<file path="src/rtl/rf_pkg.sv">
// Shared definitions for the register file.
//   rf_state_e : clear-sequencer state encoding
//   RF_*       : default parameter values for register_file
package rf_pkg;

  typedef enum logic {
    RF_CLEAR = 1'b0,
    RF_IDLE  = 1'b1
  } rf_state_e;

  localparam int RF_DATA_W = 8;
  localparam int RF_ADDR_W = 5;
  localparam int RF_N_READ = 2;

endpackage

</file>
<file path="src/rtl/rf_clear_seq.sv">
// Clear sequencer: sweeps every entry to zero after reset or on request.
//   clk        : clock
//   rst_n      : async active-low reset, restarts the sweep at entry 0
//   clear_i    : request a new sweep (honoured in IDLE only)
//   clr_we_o   : high while sweeping; storage writes zero at clr_addr_o
//   clr_addr_o : entry cleared on the current edge
//   ready_o    : high in IDLE
//
// state    | meaning
// ---------+------------------------------------------------------
// RF_CLEAR | zeroing entry clear_ptr each edge, writes ignored
// RF_IDLE  | normal operation, writes and reads serviced
module rf_clear_seq
  import rf_pkg::*;
#(
  parameter int ADDR_W = RF_ADDR_W
) (
  input  logic              clk,
  input  logic              rst_n,
  input  logic              clear_i,
  output logic              clr_we_o,
  output logic [ADDR_W-1:0] clr_addr_o,
  output logic              ready_o
);

  rf_state_e         state_q;
  logic [ADDR_W-1:0] clear_ptr_q;
  logic              ready_q;

  always_ff @(posedge clk or negedge rst_n) begin
    if (!rst_n) begin
      state_q     <= RF_CLEAR;
      clear_ptr_q <= '0;
      ready_q     <= 1'b0;
    end else begin
      case (state_q)
        RF_CLEAR: begin
          clear_ptr_q <= clear_ptr_q + 1'b1;
          // Leave on the edge that zeroes the last entry: DEPTH edges per sweep.
          if (clear_ptr_q == '1) begin
            state_q <= RF_IDLE;
            ready_q <= 1'b1;
          end
        end
        RF_IDLE: begin
          if (clear_i) begin
            state_q     <= RF_CLEAR;
            clear_ptr_q <= '0;
            ready_q     <= 1'b0;
          end
        end
        default: begin
          state_q     <= RF_CLEAR;
          clear_ptr_q <= '0;
          ready_q     <= 1'b0;
        end
      endcase
    end
  end

  // ready_q is exactly "state is IDLE", so the sweep enable is its inverse.
  assign clr_we_o   = ~ready_q;
  assign clr_addr_o = clear_ptr_q;
  assign ready_o    = ready_q;

endmodule

</file>
<file path="src/rtl/register_file.sv">
// Multi-read, single-write register file with hardware clear sweep.
//   clk      : clock
//   rst_n    : async active-low reset (storage is not reset, it is swept)
//   write    : write enable, waddr / data_in : write address / data
//   raddr    : N_READ packed read addresses
//   data_out : N_READ packed registered read data (1-cycle latency)
//   clear    : request a zeroing sweep of every entry
//   ready    : high when idle and accepting writes
// Entry 0 is hard-wired to read as zero.
module register_file
  import rf_pkg::*;
#(
  parameter int DATA_W = RF_DATA_W,
  parameter int ADDR_W = RF_ADDR_W,
  parameter int N_READ = RF_N_READ
) (
  input  logic                     clk,
  input  logic                     rst_n,
  input  logic                     write,
  input  logic [ADDR_W-1:0]        waddr,
  input  logic [DATA_W-1:0]        data_in,
  input  logic [N_READ*ADDR_W-1:0] raddr,
  output logic [N_READ*DATA_W-1:0] data_out,
  input  logic                     clear,
  output logic                     ready
);

  localparam int DEPTH = 2 ** ADDR_W;

  logic              clr_we;
  logic [ADDR_W-1:0] clr_addr;
  logic              user_we;

  logic [DATA_W-1:0]        mem_q [DEPTH];
  logic [N_READ*DATA_W-1:0] data_out_d;
  logic [N_READ*DATA_W-1:0] data_out_q;

  rf_clear_seq #(
    .ADDR_W (ADDR_W)
  ) u_clear_seq (
    .clk        (clk),
    .rst_n      (rst_n),
    .clear_i    (clear),
    .clr_we_o   (clr_we),
    .clr_addr_o (clr_addr),
    .ready_o    (ready)
  );

  // User writes only in IDLE and never to entry 0.
  assign user_we = write && !clr_we && (waddr != '0);

  // Storage has no reset; the sweep is the only thing that zeroes it.
  always_ff @(posedge clk) begin
    if (clr_we) begin
      mem_q[clr_addr] <= '0;
    end else if (user_we) begin
      mem_q[waddr] <= data_in;
    end
  end

  always_comb begin
    data_out_d = '0;
    for (int i = 0; i < N_READ; i++) begin
      if (clr_we) begin
        data_out_d[i*DATA_W +: DATA_W] = '0;
      end else if (user_we && (waddr == raddr[i*ADDR_W +: ADDR_W])) begin
        // Write-through so a same-edge read sees the new value.
        data_out_d[i*DATA_W +: DATA_W] = data_in;
      end else if (raddr[i*ADDR_W +: ADDR_W] == '0) begin
        data_out_d[i*DATA_W +: DATA_W] = '0;
      end else begin
        data_out_d[i*DATA_W +: DATA_W] = mem_q[raddr[i*ADDR_W +: ADDR_W]];
      end
    end
  end

  always_ff @(posedge clk or negedge rst_n) begin
    if (!rst_n) begin
      data_out_q <= '0;
    end else begin
      data_out_q <= data_out_d;
    end
  end

  assign data_out = data_out_q;

endmodule

</file>
<file path="config.mk">
export PLATFORM = sky130hd
export DESIGN_NAME = register_file
export DESIGN_NICKNAME = d
export VERILOG_FILES = /design/src/rtl/rf_pkg.sv /design/src/rtl/rf_clear_seq.sv /design/src/rtl/register_file.sv
export SDC_FILE = /design/constraint.sdc
export NUM_CORES = 1
export LEC_CHECK = 0
export CORE_MARGIN = 4
export CORE_UTILIZATION = 42
export DETAILED_ROUTE_END_ITERATION = 8
export GPL_TIMING_DRIVEN = 0
export PLACE_DENSITY_LB_ADDON = 0.1
export SYNTH_ARGS = -nofsm -noshare
export SYNTH_HDL_FRONTEND = slang
export SYNTH_SLANG_ARGS = --single-unit
</file>
<file path="constraint.sdc">
create_clock -name clk -period 2.8 [get_ports clk]
set_input_delay 0.56 -clock clk [delete_from_list [all_inputs] [get_ports clk]]
set_output_delay 0.56 -clock clk [all_outputs]
set_load 0.01 [all_outputs]
</file>
; ---- Word level (Yosys, flattened, before mapping)
; Memory sizes are Yosys's and may differ from the RTL's.
; Index checks and enable logic that the tools add are counted.
[op_classes]
n_addsub = 1
eq_ne = 5
mux = 21
n_bitwise = 1
n_reduce_logical = 9
[ops]
columns = operator, count
row1 = $mux W8, 7
row2 = $eq A5 B5 Y1, 2
row3 = $logic_not A5 Y1, 2
row4 = $mux W5, 2
row5 = $pmux W5 S2, 1
row6 = $mux W1, 9
row7 = $reduce_or A8 Y1, 1
row8 = $add A5 B1 Y5 const B, 1
row9 = $eq A5 B5 Y1 const B, 1
row10 = $reduce_bool A5 Y1, 1
row11 = $logic_and A1 B1 Y1, 4
row12 = $pmux W1 S2, 2
row13 = $ne A2 B1 Y1 const B, 1
row14 = $ne A2 B2 Y1 const B, 1
row15 = $reduce_and A2 Y1, 1
row16 = $not A1 Y1, 1
[totals]
reg_bits = 23
ram_bits = 256
in_bits = 27
out_inout_bits = 17
wordCells = 42
memories = 1
[memory_table]
columns = memory, words, word_bits, read_ports, rd_ports_with_merged_regs, wr, line_no
row1 = mem_q, 32, 8, 2, 0, 1, register_file.sv:34  ; logic [DATA_W-1:0] mem_q [DEPTH];

; ---- Longest topological paths before layout
[depth]
depth_word = 7
mapped_depth = 8
ltp_nobuf = 5

; ---- Modules after synthesis
; Synthesis repeated with hierarchy kept, for this count alone.
[unflattened]
cells_unflattened = 922
area_unflattened_um2 = 13595.5
[by_module_without_submodules]
columns = mod, instances, cells_per_inst, area_per_inst_um2, seq_area_each_um2
row1 = register_file, 1, 893, 13271.5, 8087.8
row2 = rf_clear_seq, 1, 29, 324.1, 175.2

; ---- Worst setup path after synthesis
; OpenSTA, ideal clock, no wires.
[synth_timing]
kind = in2reg
startpoint = in waddr[4]
endpoint = mem mem_q[11][0] (netlist bit), enable pin
setup_time_ps = 370
t_arrival_ps = 2038
slack_ps = 392
cell_stages = 7
n_path_buf = 2
cell_sequence = buf_2 > nor4_4 > a21oi_1 > clkbuf_1 > nor2_1 > a31oi_1 > nor2_1
[synth_between]
elab_chain_len = 7
elab_cells_between_ends = 8
classes_between = mux: 5 / reduce/logical: 3
[synth_rtl]
columns = item, line_no
row1 = start: declaration, register_file.sv:20  ; input logic [ADDR_W-1:0] waddr,
row2 = $reduce_bool A5 Y1, register_file.sv:50  ; assign user_we = write && !clr_we && (waddr != '0);
row3 = $logic_and A1 B1 Y1, register_file.sv:50
row4 = $mux W1, register_file.sv:56  ; end else if (user_we) begin
row5 = $mux W1, register_file.sv:54  ; if (clr_we) begin
row6 = $mux W1 (not written as such), register_file.sv:57  ; mem_q[waddr] <= data_in;
row7 = $reduce_or A8 Y1 (no source line), n/a
row8 = $mux W5 (no source line) or $mux W1 (tied branches), n/a
row9 = end: declaration, register_file.sv:34
; Parallel ways exist; a longest one is shown, timed or not.

; ---- Final worst setup path
[layout_timing]
startpoint = reg u_clear_seq.ready_q (netlist: u_clear_seq.ready_o)
endpoint = mem mem_q[3][3] (netlist bit), enable pin
[layout_between]
elab_chain_len = 7
elab_cells_between_ends = 9
classes_between = mux: 6 / reduce/logical: 3
[layout_rtl]
columns = item, line_no
row1 = start: declaration, rf_clear_seq.sv:28  ; logic ready_q;
row2 = start signal: assignment, rf_clear_seq.sv:34  ; ready_q <= 1'b0;
row3 = start signal: assignment, rf_clear_seq.sv:42  ; ready_q <= 1'b1;
row4 = start signal: assignment, rf_clear_seq.sv:49  ; ready_q <= 1'b0;
row5 = $logic_and A1 B1 Y1 (2 in a row), register_file.sv:50
row6 = $mux W1, register_file.sv:56
row7 = $mux W1, register_file.sv:54
row8 = $mux W1 (not written as such), register_file.sv:57
row9 = $reduce_or A8 Y1 (no source line), n/a
row10 = $mux W5 (no source line) or $mux W1 (tied branches), n/a
; Parallel ways exist; a longest one is shown, timed or not.

==> impl_metrics.tcl <==
set metrics [dict create \
    maxSlewHeadroom 0.1670 \
    grt_pass1_wl_um 65270 \
    grt_start_max_net_pins 33 \
    ctsHoldBuffers 0 \
    drt-total-wl_um 46620 \
    fin_nets 1035 \
    insertedDiodeCount 0 \
    worstPathArrival_ns 3.14 \
    cap_violations 0 \
    run_status "finished with violations" \
    antenna_left 0 \
    grt_pass1_vias 9015 \
    h-tree-depth 1 \
    seqPwrFrac 0.465 \
    cpMaxStageDelayCell "a31oi_2" \
    dp_cells 1404 \
    cts_buffer_depth 3 \
    dr.pass1.iters 5 \
    setup_violations 27 \
    vdd_drop_max_mv 0.6270 \
    gp_congestion 0.9382 \
    ys_warn_count 0 \
    design_area_um2 15860 \
    cts_tree "yes" \
    period_needed_ns 2.967 \
    syn2layout_area_growth_pct 15.45 \
    drc 0 \
    worstPathRequired_ns 2.97 \
    grt.overflow.total 0 \
    violations "setup timing" \
    grt_antenna_before_repair 1 \
    power.leakage_uw 0.005660 \
    num_io_pins 44 \
    crit_path_max_incr_delay_ns 0.98 \
    hold_violations 0 \
    instances_no_fill 1465 \
    die_w_um 188.9 \
    rsz0062_at_grt "true" \
    start_util 0.4310 \
    port_buffers 34 \
    drt_iter0_markers 1069 \
    avgSynthCellArea_um2 14.69 \
    ys_dominant_reg_cell "edfxtp_1" \
    synth_edf_count 256 \
    pwr-share-clk 0.361 \
    fin_crit_sh 1.060 \
    synthTopCellsByCount "edfxtp_1, mux2i_1, a22oi_1" \
    synth_most_common_cell "edfxtp_1" \
    p_sw_frac 0.2732 \
    clk-insertion-delay-late_ns 0.56 \
    cts_buffers 31 \
    hpwlAfterDp_um 31830 \
    end_kind "register" \
    p_switching_uw 2933 \
    min_path_type "in -> reg" \
    setup.worst_path.class "reg -> reg" \
    total_power_uw 10740 \
    synthesis.nets 964 \
    detail_route.vias_per_cell 6.313 \
    synth_top_area_share 0.5595 \
    synth_cell_types 54 \
    grt_usage 0.2539 \
    seq_area_frac_synth 0.6014 \
    synthArstFlopShare 0.08244 \
    clockRootBuffer "clkbuf_16" \
    pwr-share-comb 0.174 \
    yosys-top-cells-area "edfxtp_1, mux2i_1, a22oi_1" \
    cp_max_fo 10 \
    tightest_slew_ns 1.246 \
    clock_sinks 279 \
    row_count 65 \
    place_ws_ns -0.9570 \
    crit_path_cell_trace "clkbuf_1 > inv_1 > a31oi_2 > nor2_1" \
    maxSlewViolCount 0 \
    synth_seq_cells 279 \
    drive_gt1_frac 0.1670 \
    cts.clk_slew.worst_paths_ns 0.06 \
    synth_area_um2 13740 \
    die-area_um2 35670 \
    core_area_um2 31880 \
    vias 9249 \
    fmax_ghz 0.3370 \
    yosysTopAreaCell "edfxtp_1" \
    setup_slack_ns -0.1671 \
    start_kind "register" \
    wire_per_inst_um 31.82 \
    synthCells 935 \
    p_per_area_nw_per_um2 676.9 \
    final_util 0.4976 \
    p_int_uw 7803 \
    die-height_um 188.9 \
    place_area_um2 14620 \
    finClkSkew_ns 0.008348 \
]
-- state kept, by name (all words and copies together), names as in the netlist --
signal	count
u_clear_seq.state_q	1
u_clear_seq.ready_o	1
u_clear_seq.clr_addr_o	5
mem_q	256
data_out	16
-- stage by stage --
stage | TNS [ns] | hold slack (ns)
after floorplan | 0 | 0.2644
after global placement | -384.22 | 0.5402
after detailed placement | -390.61 | 0.5441
after CTS | -12.57 | 0.4333
after global routing | -6.675 | 0.4592
final | -3.329 | 0.4461
-- kinds of logic (layout without fill, tap and decap cells) --
| group | count (synthesis) | count (layout) | share of synthesized area |
|---|---|---|---|
| AO/OA/AOI/OAI | 189 | 189 | 0.09799 |
| flip-flops | 279 | 279 | 0.6014 |
| multiplexers | 238 | 238 | 0.2074 |
| AND/OR/NAND/NOR | 132 | 132 | 0.04727 |
| buffers and inverters | 83 | 178 | 0.03652 |
| XOR/XNOR | 12 | 12 | 0.007650 |
| adder cells (fa/ha/maj) | 2 | 2 | 0.001821 |
-- layout by cell type (no fill, tap or decap), types with 4 or more instances in the layout --
master | Yosys | final
inv_1 | 8 | 8
and2_2 | 2 | 10
nor2b_1 | 6 | 6
a31oi_2 | 2 | 5
xnor2_1 | 7 | 7
nor2_1 | 44 | 13
dfrtp_1 | 23 | 23
clkinv_1 | 0 | 4
o22ai_1 | 6 | 6
clkbuf_1 | 18 | 30
mux4_2 | 14 | 14
buf_6 | 6 | 6
mux4_1 | 17 | 17
edfxtp_1 | 256 | 256
a32o_1 | 16 | 16
xor2_1 | 5 | 5
nor3_1 | 19 | 18
a22oi_1 | 97 | 96
buf_2 | 28 | 27
buf_12 | 1 | 5
a21oi_1 | 50 | 48
mux2i_1 | 206 | 206
clkdlybuf4s50_1 | 0 | 34
nor2_2 | 0 | 18
buf_4 | 15 | 15
nand2_1 | 24 | 24
nand3_1 | 10 | 10
nor2_4 | 0 | 13
clkbuf_16 | 0 | 31
-- cell type report --
| cell class | count | area, um2 |
|---|---|---|
| Buffer | 75 | 480.5 |
| Clock buffer | 48 | 859.6 |
| Clock inverter | 9 | 93.84 |
| Fill cell | 2798 | 16020 |
| Inverter | 8 | 30.03 |
| Multi-Input combinational cell | 573 | 5171 |
| Sequential cell | 279 | 8263 |
| Tap cell | 435 | 544.3 |
| Timing Repair Buffer | 38 | 420.4 |
-- worst paths after layout --
kind                       slack [ns]  cells after the start                             from                               endpoint
max                             -0.17                      4  u_clear_seq.ready_o$_DFFE_PN0P_                  mem_q[3][3]$_DFFE_PP_
min                              0.45                      3                         raddr[3]                  data_out[4]$_DFF_PN0_
max reg2reg                     -0.17                      4  u_clear_seq.ready_o$_DFFE_PN0P_                  mem_q[3][3]$_DFFE_PP_
min reg2reg                      0.56                      2    u_clear_seq.state_q$_DFF_PN0_  u_clear_seq.clr_addr_o[4]$_DFFE_PN0P_
max in group asynchronous        1.39                      1                            rst_n  u_clear_seq.clr_addr_o[1]$_DFFE_PN0P_
min in group asynchronous        0.66                      1                            rst_n                  data_out[3]$_DFF_PN0_
-- power by group through the flow --
stage,Clock (uW),Combinational (uW),Sequential (uW)
after global routing,4090,1950,5020
after CTS,3910,1780,4990
after detailed placement,0,1730,5080
after floorplan,0,975,5080
after global placement,0,1730,5070
final,3880,1860,4990
-- per-layer routing --
metal | track usage | vias up | part of all wire
li1 | - | 3893 | -
met3 | 0.04222 | 90 | 0.083
met2 | 0.3975 | 457 | 0.46
met4 | 0.07231 | 0 | 0.030
met5 | 0 | - | 0
met1 | 0.3694 | 4809 | 0.43
-- critical path: cells and delay by family (launching register included) --
kind | cells | cell delay (ns)
compound gates | 1 | 0.98
buf+inv | 2 | 0.63
simple gates | 1 | 0.53
flops | 1 | 0.44
-- repair_timing --
action | in CTS | in global routing
resized for setup | 40 | 27
endpoints found under the setup margin | 495 | 204
setup buffers | 0 | 4
pin swaps | 0 | 3
(Power assumes the default switching activity.)
